$ cat src/rtl/uart_pkg.sv
// -----------------------------------------------------------------------------
// uart_pkg
//   Definitions shared by the UART transmit and receive cores.
//   - uart_state_t : frame FSM encodings (IDLE/START/DATA/STOP/RECOVER)
//   - OVERSAMPLE_DEF / DATA_BITS_DEF : default line parameters (16x, 8 bits)
// -----------------------------------------------------------------------------
package uart_pkg;

   localparam int OVERSAMPLE_DEF = 16;
   localparam int DATA_BITS_DEF  = 8;

   typedef enum logic [2:0] {
      ST_IDLE    = 3'd0,
      ST_START   = 3'd1,
      ST_DATA    = 3'd2,
      ST_STOP    = 3'd3,
      ST_RECOVER = 3'd4
   } uart_state_t;

endpackage : uart_pkg

$ cat src/rtl/uart_sync2.sv
// -----------------------------------------------------------------------------
// uart_sync2
//   Two-flop synchronizer for an asynchronous single-bit input. Resets to 1 so
//   an idle-high serial line does not look like a start bit coming out of reset.
//   Ports:
//     i_clk    destination clock
//     i_rst_n  synchronous, active-low reset
//     i_d      asynchronous input
//     o_q      synchronized output (two i_clk edges of latency)
// -----------------------------------------------------------------------------
module uart_sync2 (
   input  logic i_clk,
   input  logic i_rst_n,
   input  logic i_d,
   output logic o_q
);

   logic r_meta;
   logic r_sync;

   always_ff @(posedge i_clk) begin
      if (!i_rst_n) begin
         r_meta <= 1'b1;
         r_sync <= 1'b1;
      end else begin
         r_meta <= i_d;
         r_sync <= r_meta;
      end
   end

   assign o_q = r_sync;

endmodule : uart_sync2

$ cat src/rtl/rx_core.sv
// -----------------------------------------------------------------------------
// rx_core
//   UART receiver, 8N1 by default, LSB first. Oversamples the line, validates
//   the start bit at its midpoint, samples each data bit and the stop bit at
//   the end of a full bit period measured from that midpoint, and presents the
//   byte in a valid/ready holding register.
//   Ports:
//     rx_clk     oversample clock (OVERSAMPLE x baud)
//     reset_n    synchronous, active-low reset
//     rx         asynchronous serial input, idle high
//     rx_data    received byte, stable while rx_valid=1
//     rx_valid   holding register full
//     rx_ready   consumer accepts (transfer on rx_valid & rx_ready)
//     rx_done    1-cycle pulse when a good frame is loaded
//     frame_err  1-cycle pulse when the stop bit is sampled low
//     overrun    1-cycle pulse when a good frame finds the holding reg full
// -----------------------------------------------------------------------------
module rx_core
   import uart_pkg::*;
#(
   parameter int OVERSAMPLE = OVERSAMPLE_DEF,
   parameter int DATA_BITS  = DATA_BITS_DEF
) (
   input  logic                 rx_clk,
   input  logic                 reset_n,
   input  logic                 rx,
   output logic [DATA_BITS-1:0] rx_data,
   output logic                 rx_valid,
   input  logic                 rx_ready,
   output logic                 rx_done,
   output logic                 frame_err,
   output logic                 overrun
);

   localparam int CNT_W = $clog2(OVERSAMPLE);
   localparam int IDX_W = (DATA_BITS > 1) ? $clog2(DATA_BITS) : 1;

   localparam logic [CNT_W-1:0] CNT_MID  = CNT_W'(OVERSAMPLE/2 - 1);
   localparam logic [CNT_W-1:0] CNT_LAST = CNT_W'(OVERSAMPLE - 1);
   localparam logic [CNT_W-1:0] CNT_ONE  = CNT_W'(1);
   localparam logic [IDX_W-1:0] IDX_LAST = IDX_W'(DATA_BITS - 1);
   localparam logic [IDX_W-1:0] IDX_ONE  = IDX_W'(1);

   uart_state_t          r_state;
   logic [CNT_W-1:0]     r_cnt;
   logic [IDX_W-1:0]     r_idx;
   logic [DATA_BITS-1:0] r_shreg;
   logic [DATA_BITS-1:0] r_data;
   logic                 r_valid;
   logic                 r_done;
   logic                 r_ferr;
   logic                 r_ovr;

   logic                 w_rx_s;
   logic [DATA_BITS:0]   w_cat;
   logic [DATA_BITS-1:0] w_shift;
   logic                 w_cnt_last;
   logic                 w_can_load;

   uart_sync2 u_sync (
      .i_clk   (rx_clk),
      .i_rst_n (reset_n),
      .i_d     (rx),
      .o_q     (w_rx_s)
   );

   // New bit enters at the MSB and everything moves one place toward the LSB,
   // so after DATA_BITS samples the first (LSB) bit sits at bit 0.
   assign w_cat      = {w_rx_s, r_shreg};
   assign w_shift    = w_cat[DATA_BITS:1];
   assign w_cnt_last = (r_cnt == CNT_LAST);
   // Holding register is free if empty or being drained on this same edge.
   assign w_can_load = !r_valid || rx_ready;

   always_ff @(posedge rx_clk) begin
      if (!reset_n) begin
         r_state <= ST_IDLE;
         r_cnt   <= '0;
         r_idx   <= '0;
         r_shreg <= '0;
         r_data  <= '0;
         r_valid <= 1'b0;
         r_done  <= 1'b0;
         r_ferr  <= 1'b0;
         r_ovr   <= 1'b0;
      end else begin
         r_done <= 1'b0;
         r_ferr <= 1'b0;
         r_ovr  <= 1'b0;

         // Consumer handshake; a load in the STOP branch below overrides this.
         if (r_valid && rx_ready) begin
            r_valid <= 1'b0;
         end

         case (r_state)
            ST_IDLE: begin
               r_cnt <= '0;
               if (!w_rx_s) begin
                  r_state <= ST_START;
               end
            end

            ST_START: begin
               if (r_cnt == CNT_MID) begin
                  r_cnt <= '0;
                  r_idx <= '0;
                  // Line back high at mid start bit: treat as a glitch.
                  r_state <= w_rx_s ? ST_IDLE : ST_DATA;
               end else begin
                  r_cnt <= r_cnt + CNT_ONE;
               end
            end

            ST_DATA: begin
               if (w_cnt_last) begin
                  r_cnt   <= '0;
                  r_shreg <= w_shift;
                  if (r_idx == IDX_LAST) begin
                     r_state <= ST_STOP;
                  end else begin
                     r_idx <= r_idx + IDX_ONE;
                  end
               end else begin
                  r_cnt <= r_cnt + CNT_ONE;
               end
            end

            ST_STOP: begin
               if (w_cnt_last) begin
                  r_cnt <= '0;
                  if (w_rx_s) begin
                     if (w_can_load) begin
                        r_data  <= r_shreg;
                        r_valid <= 1'b1;
                        r_done  <= 1'b1;
                     end else begin
                        r_ovr <= 1'b1;
                     end
                     // Leave at mid stop bit so a back-to-back start edge is seen.
                     r_state <= ST_IDLE;
                  end else begin
                     r_ferr  <= 1'b1;
                     r_state <= ST_RECOVER;
                  end
               end else begin
                  r_cnt <= r_cnt + CNT_ONE;
               end
            end

            ST_RECOVER: begin
               // Hold off until the line returns high so a long break only
               // reports a single framing error.
               r_cnt <= '0;
               if (w_rx_s) begin
                  r_state <= ST_IDLE;
               end
            end

            default: begin
               r_state <= ST_IDLE;
               r_cnt   <= '0;
            end
         endcase
      end
   end

   assign rx_data   = r_data;
   assign rx_valid  = r_valid;
   assign rx_done   = r_done;
   assign frame_err = r_ferr;
   assign overrun   = r_ovr;

endmodule : rx_core

$ cat config.mk
export PLATFORM = sky130hd
export DESIGN_NAME = rx_core
export DESIGN_NICKNAME = d
export VERILOG_FILES = /design/src/rtl/uart_pkg.sv /design/src/rtl/uart_sync2.sv /design/src/rtl/rx_core.sv
export SDC_FILE = /design/constraint.sdc
export NUM_CORES = 1
export LEC_CHECK = 0
export ABC_AREA = 1
export CAP_MARGIN = 20
export CORE_MARGIN = 2
export CORE_UTILIZATION = 25
export CTS_BUF_LIST = sky130_fd_sc_hd__clkbuf_8
export DETAILED_ROUTE_END_ITERATION = 8
export PLACE_DENSITY = 0.42
export SETUP_SLACK_MARGIN = 0.15
export SLEW_MARGIN = 5
export SYNTH_ARGS = -nofsm -noshare
export SYNTH_HDL_FRONTEND = slang
export SYNTH_SLANG_ARGS = --single-unit
$ cat constraint.sdc
create_clock -name rx_clk -period 1.7 [get_ports rx_clk]
set_clock_uncertainty 0.15 [all_clocks]
set_input_delay 0.425 -clock rx_clk [delete_from_list [all_inputs] [get_ports rx_clk]]
set_output_delay 0.425 -clock rx_clk [all_outputs]
set_load 0.05 [all_outputs]
# After elaboration in Yosys (flattened, before gate mapping)
# Cells that the tools add are included.
[op_classes]
addsub = 2
n_eq_ne = 14
n_mux = 24
n_reduce_logical = 12
[op_table]
columns = ["op", "count"]
rows = [
  ["$mux W3", 10],
  ["$pmux W3 S5", 1],
  ["$ne A2 B2 Y1 const B", 6],
  ["$reduce_and A4 Y1", 3],
  ["$mux W1", 8],
  ["$mux W4", 2],
  ["$pmux W4 S2", 1],
  ["$eq A3 B2 Y1 const B", 2],
  ["$eq A3 B3 Y1 const B", 2],
  ["$pmux W3 S2", 1],
  ["$reduce_and A6 Y1", 1],
  ["$add A4 B1 Y4 const B", 1],
  ["$eq A4 B3 Y1 const B", 1],
  ["$eq A4 B4 Y1 const B", 1],
  ["$add A3 B1 Y3 const B", 1],
  ["$eq A3 B1 Y1 const B", 1],
  ["$logic_not A3 Y1", 1],
  ["$reduce_and A3 Y1", 1],
  ["$mux W2", 1],
  ["$ne A2 B1 Y1 const B", 1],
  ["$reduce_and A2 Y1", 1],
  ["$reduce_bool A2 Y1", 1],
  ["$reduce_or A2 Y1", 1],
  ["$logic_and A1 B1 Y1", 1],
  ["other kinds (2)", 2],
]
[totals]
regBits = 32
input_bits = 4
out_inout_bits = 12
word_cells = 63

# Depth between registers and ports, before layout
[depth]
depth_word = 6
depth_mapped = 9

# Cells and area by module
# Synthesis repeated with hierarchy kept, for this count alone.
[hier_totals]
cells_unflattened = 172
area_unflattened_um2 = 1357.6
[modules_own_cells]
columns = ["module", "n_inst", "cells_each", "area_each_um2"]
rows = [
  ["rx_core", 1, 166, 1302.5],
  ["uart_sync2", 1, 6, 55.1],
]

# Worst setup path before layout
# OpenSTA, ideal clock, no wires.
[synth_timing]
path_kind = "reg-to-reg"
start = "register r_cnt[0]"
end = "register r_data[0] (netlist: rx_data[0])"
setup_ns = 0.132
arrival_time_ns = 1.220
setup_slack_ns = 0.198
path_stages_with_launch = 7
n_path_buf = 0
synth_period_minus_slack_ns = 1.502
cell_sequence = "dfxtp_1 -> ha_1 -> nand3_2 -> nor2_2 -> nand2_4 -> nand2_1 -> a21oi_1"
[synth_between]
elab_chain_cells = 2
[synth_lines]
columns = ["item", "line", "text"]
rows = [
  ["start, declared", "rx_core.sv:45", "logic [CNT_W-1:0] r_cnt;"],
  ["start signal, assigned", "rx_core.sv:111", "r_cnt <= r_cnt + CNT_ONE;"],
  ["start signal, assigned", "rx_core.sv:125", "r_cnt <= r_cnt + CNT_ONE;"],
  ["start signal, assigned", "rx_core.sv:147", "r_cnt <= r_cnt + CNT_ONE;"],
  ["$eq A4 B4 Y1", "rx_core.sv:71", "assign w_cnt_last = (r_cnt == CNT_LAST);"],
  ["$reduce_and A4 Y1 (no line)", "n/a", ""],
  ["end signal, assigned", "rx_core.sv:134", "r_data <= r_shreg;"],
  ["end, declared", "rx_core.sv:48", "logic [DATA_BITS-1:0] r_data;"],
]
# No other way between the ends.
# A chain may end at the register's enable or synchronous reset.

# Final worst setup path
[layout_timing]
start = "register r_cnt[1]"
end = "register r_state[2]"
[layout_between]
elab_chain_cells = 3
word_cells_on_any_way = 6
[layout_lines]
columns = ["item", "line", "text"]
rows = [
  ["$eq A4 B3 Y1 or $eq A4 B4 Y1 (tied branches)", "rx_core.sv:105, rx_core.sv:71", ""],
  ["$ne A2 B2 Y1 (no line)", "n/a", ""],
  ["$reduce_and A6 Y1 (no line) (*)", "n/a", ""],
  ["end signal, assigned", "rx_core.sv:109", "r_state <= w_rx_s ? ST_IDLE : ST_DATA;"],
  ["end, declared", "rx_core.sv:44", "uart_state_t r_state;"],
]
# Mark *: on every way between the ends. The rest lies on a longest branch, timed or not.

==> impl_metrics.prom <==
# TYPE chip_impl_metric gauge
chip_impl_metric{name="insertedDiodeCount",unit=""} 0
chip_impl_metric{name="dieArea",unit="um2"} 5872
chip_impl_metric{name="leakagePower",unit="nW"} 0.7688
chip_impl_metric{name="layout.nets",unit=""} 205
chip_impl_metric{name="dp_slack",unit="ns"} -0.07209
chip_impl_metric{name="synth.lib_cells_used.distinct",unit=""} 23
chip_impl_info{name="crit_path_cell_trace",value="ha_4 -> buf_6 -> nand3b_1 -> nand2_2 -> nand2_2 -> nor2_4 -> nand2_1 -> nand2_1 -> nor2_2"} 1
chip_impl_info{name="cts_tree",value="yes"} 1
chip_impl_metric{name="worst-endpoint-arrival",unit="ns"} 1.53
chip_impl_metric{name="register_share_of_total_power",unit="%"} 39.2
chip_impl_info{name="grt_setup_unrepaired",value="true"} 1
chip_impl_info{name="mostFrequentLayoutCells",value="28 x sky130_fd_sc_hd__nor2_1, 28 x sky130_fd_sc_hd__dfxtp_1, 22 x sky130_fd_sc_hd__nand2_1"} 1
chip_impl_metric{name="required_time_of_the_critical_path",unit="ns"} 1.73
chip_impl_metric{name="measured_slew_at_the_worst_slew_check_pin",unit="ns"} 0.4476
chip_impl_metric{name="rrSetupSlack",unit="ns"} 0.20
chip_impl_metric{name="hold_path_depth",unit=""} 1
chip_impl_info{name="path_class",value="reg -> reg"} 1
chip_impl_metric{name="numPortBuffers",unit=""} 15
chip_impl_metric{name="width_of_the_die",unit="um"} 76.63
chip_impl_metric{name="gpl.final_weighted_congestion",unit=""} 0.8090
chip_impl_metric{name="grt_start_max_net_pins",unit=""} 13
chip_impl_metric{name="clk-insertion-delay-late",unit="ns"} 0.28
chip_impl_metric{name="netlist_area",unit="um2"} 1319
chip_impl_metric{name="ant_nets",unit=""} 0
chip_impl_metric{name="drv.max_cap_violation_count",unit=""} 0
chip_impl_metric{name="final-hold-violation-count",unit=""} 0
chip_impl_metric{name="dpl_cell_area",unit="um2"} 1699
chip_impl_metric{name="yosys.area.top_type_share",unit="%"} 48.58
chip_impl_metric{name="detailroute.via_count",unit=""} 1197
chip_impl_metric{name="synth.yosys.warnings",unit=""} 0
chip_impl_metric{name="max_stage_delay",unit="ns"} 0.35
chip_impl_info{name="post-synth-top-area-cell",value="sky130_fd_sc_hd__dfxtp_1"} 1
chip_impl_info{name="yosys-top-cells-area",value="sky130_fd_sc_hd__dfxtp_1 49%, sky130_fd_sc_hd__nor2_1 8.8%, sky130_fd_sc_hd__nand2_1 7.4%, sky130_fd_sc_hd__nand3_1 6.1%, sky130_fd_sc_hd__a21oi_1 4.6%"} 1
chip_impl_metric{name="detailed_route_wl",unit="um"} 2934
chip_impl_info{name="cp-end-kind",value="register"} 1
chip_impl_metric{name="grt_pass1_vias",unit=""} 1121
chip_impl_metric{name="routed_via_density",unit=""} 4.466
chip_impl_metric{name="post-route-drc-count",unit=""} 0
chip_impl_metric{name="max_slew_violation_count",unit=""} 0
chip_impl_info{name="startpoint_type",value="register"} 1
chip_impl_metric{name="cell_count_after_placement",unit=""} 257
chip_impl_metric{name="antenna_found_initial",unit=""} 0
chip_impl_metric{name="stdcell_area",unit="um2"} 1919
chip_impl_metric{name="net-switching-power",unit="uW"} 750.3
chip_impl_metric{name="period_needed",unit="ns"} 1.505
chip_impl_metric{name="cp.depth",unit=""} 9
chip_impl_metric{name="first_pass_grt_wire_length",unit="um"} 4961
chip_impl_metric{name="finalSetupTns",unit="ns"} 0
chip_impl_metric{name="ctsLongestPathBuffers",unit=""} 2
chip_impl_metric{name="area_growth_syn_to_layout",unit="%"} 45.54
chip_impl_info{name="worst_hold_path_type",value="reg -> reg"} 1
chip_impl_metric{name="vdd_drop_max",unit="uV"} 565.9
chip_impl_metric{name="overflow",unit=""} 0
chip_impl_metric{name="clk_transition_reported_paths",unit="ns"} 0.07
chip_impl_metric{name="synth_seq_area_share",unit="%"} 48.58
chip_impl_metric{name="routed_wire_length_per_instance",unit="um"} 10.95
chip_impl_metric{name="io_pins",unit=""} 16
chip_impl_metric{name="fp.coreArea",unit="um2"} 5107
chip_impl_metric{name="htree_num_levels",unit=""} 2
chip_impl_metric{name="drt-initial-drc-count",unit=""} 30
chip_impl_metric{name="p_clk_share",unit="%"} 29.2
chip_impl_metric{name="drive_above_1_share",unit="%"} 29.29
chip_impl_metric{name="sw_frac_of_total",unit="%"} 35.00
chip_impl_metric{name="timing.slew.headroom",unit="%"} 69.85
chip_impl_metric{name="tritoncts_num_sinks",unit=""} 32
chip_impl_metric{name="starting_density_of_the_core",unit="%"} 25.82
chip_impl_metric{name="postLayoutSetupSlackWorst",unit="ns"} 0.1954
chip_impl_metric{name="cellInternalPower",unit="mW"} 1.394
chip_impl_metric{name="synth_seq_cells",unit=""} 32
chip_impl_metric{name="placed_wire_length_estimate_after_detailed_placement",unit="um"} 2150
chip_impl_metric{name="finalSetupViolCount",unit=""} 0
chip_impl_metric{name="fp.dieH",unit="um"} 76.63
chip_impl_metric{name="numCtsBuffers",unit=""} 5
chip_impl_info{name="cp_top_family",value="simple AND/OR/NAND/NOR gates"} 1
chip_impl_metric{name="firstDrtPassIters",unit=""} 4
chip_impl_metric{name="rr_worst_depth",unit=""} 9
chip_impl_metric{name="combPwrFrac",unit="%"} 31.6
chip_impl_metric{name="grt_use_total",unit="%"} 10.52
chip_impl_metric{name="postSynthCellCount",unit=""} 170
chip_impl_metric{name="power_per_cell_area",unit="nW/um2"} 1117
chip_impl_metric{name="fin_crit_sh",unit="%"} 88.51
chip_impl_metric{name="worst-path-buf-inv",unit=""} 1
chip_impl_metric{name="max_clock_freq",unit="GHz"} 0.6646
chip_impl_info{name="cts.root.buffer_cell",value="sky130_fd_sc_hd__clkbuf_8"} 1
chip_impl_info{name="critical-path-slowest-cell",value="sky130_fd_sc_hd__dfxtp_2"} 1
chip_impl_metric{name="synth_area_per_cell",unit="um2"} 7.757
chip_impl_metric{name="synth.net_count",unit=""} 177
chip_impl_metric{name="placementRows",unit=""} 26
chip_impl_info{name="outcome",value="finished, final reports clean"} 1
chip_impl_metric{name="critPathMaxFanout",unit=""} 5
chip_impl_metric{name="final_cells",unit=""} 268
-- worst reg2reg max path: stages, from the launching register on --
cell and delay, ns:
sky130_fd_sc_hd__dfxtp_2 0.35, sky130_fd_sc_hd__ha_4 0.15, sky130_fd_sc_hd__buf_6 0.10, sky130_fd_sc_hd__nand3b_1 0.08, sky130_fd_sc_hd__nand2_2 0.15, sky130_fd_sc_hd__nand2_2 0.09
sky130_fd_sc_hd__nor2_4 0.15, sky130_fd_sc_hd__nand2_1 0.07, sky130_fd_sc_hd__nand2_1 0.07, sky130_fd_sc_hd__nor2_2 0.04
-- sequential cells by signal, summed over array words and instances (netlist names), 3 cells and up --
name,count
r_cnt,4
r_idx,3
r_shreg,8
r_state,3
rx_data,8
-- cell usage after synthesis (all sizes together) --
master / number
a21boi: 1
a21oi: 12
buf: 2
clkbuf: 2
dfxtp: 32
ha: 3
inv: 13
nand2: 29
nand3: 17
nand3b: 1
nand4: 4
nor2: 36
nor3: 4
nor3b: 1
o21ai: 10
or2: 2
xor2: 1
-- cells by family after synthesis --
family | count (synthesis) | share of synthesized area [%]
flip-flops | 32 | 48.58
XOR/XNOR | 1 | 0.6643
AND/OR/NAND/NOR | 94 | 33.59
buffers and inverters | 17 | 5.407
AO/OA/AOI/OAI | 23 | 8.919
adder cells (fa/ha/maj) | 3 | 2.847
-- through the flow --
step	hold WS [ns]	power, mW	util [%]
after floorplan	0.2425	1.260	-
after global placement	0.2526	1.357	33.27
after detailed placement	0.2604	1.366	33.27
after CTS	0.2765	2.001	35.30
after global routing	0.2854	2.290	37.58
final	0.2709	2.144	37.58
-- timing repair --
item / 4_1_cts / 5_1_grt
hold buffers: 0 / 0
cloned: 0 / 0
buffers inserted: 0 / 4
gates resized for setup: 2 / 21
setup endpoints to repair: 8 / 25
pin swaps: 1 / 9
-- layout make-up --
class | count | area [um2]
timing repair buffer | 25 | 361.6
inverter | 13 | 48.80
tap | 70 | 87.58
fill | 520 | 3188
multi-input combinational | 121 | 679.4
sequential | 32 | 645.6
clock buffer | 7 | 96.34
-- layer usage --
layer,global-route usage [%],part of all wire (%),up-vias
met2,17.52,50,27
met1,11.99,44,554
met4,4.545,1.4,0
li1,-,-,611
met3,4.028,4.7,5
met5,0,0,-
-- power by group through the flow --
stage                     Clock [mW]  Combinational, mW  Sequential (mW)
after floorplan                    0              0.420            0.840
after detailed placement           0              0.514            0.852
after global placement             0              0.506            0.851
after CTS                      0.640              0.525            0.835
final                          0.626              0.677            0.840
after global routing           0.684              0.759            0.847
-- path summary, 6_finish.rpt --
kind | from | to
max | r_cnt[1]$_SDFF_PN0_ | r_state[2]$_SDFFE_PN0P_
min | u_sync.r_meta$_SDFF_PN1_ | u_sync.o_q$_SDFF_PN1_
max reg2reg | r_cnt[1]$_SDFF_PN0_ | r_state[2]$_SDFFE_PN0P_
min reg2reg | u_sync.r_meta$_SDFF_PN1_ | u_sync.o_q$_SDFF_PN1_
Power figures use the tool's default switching activity.
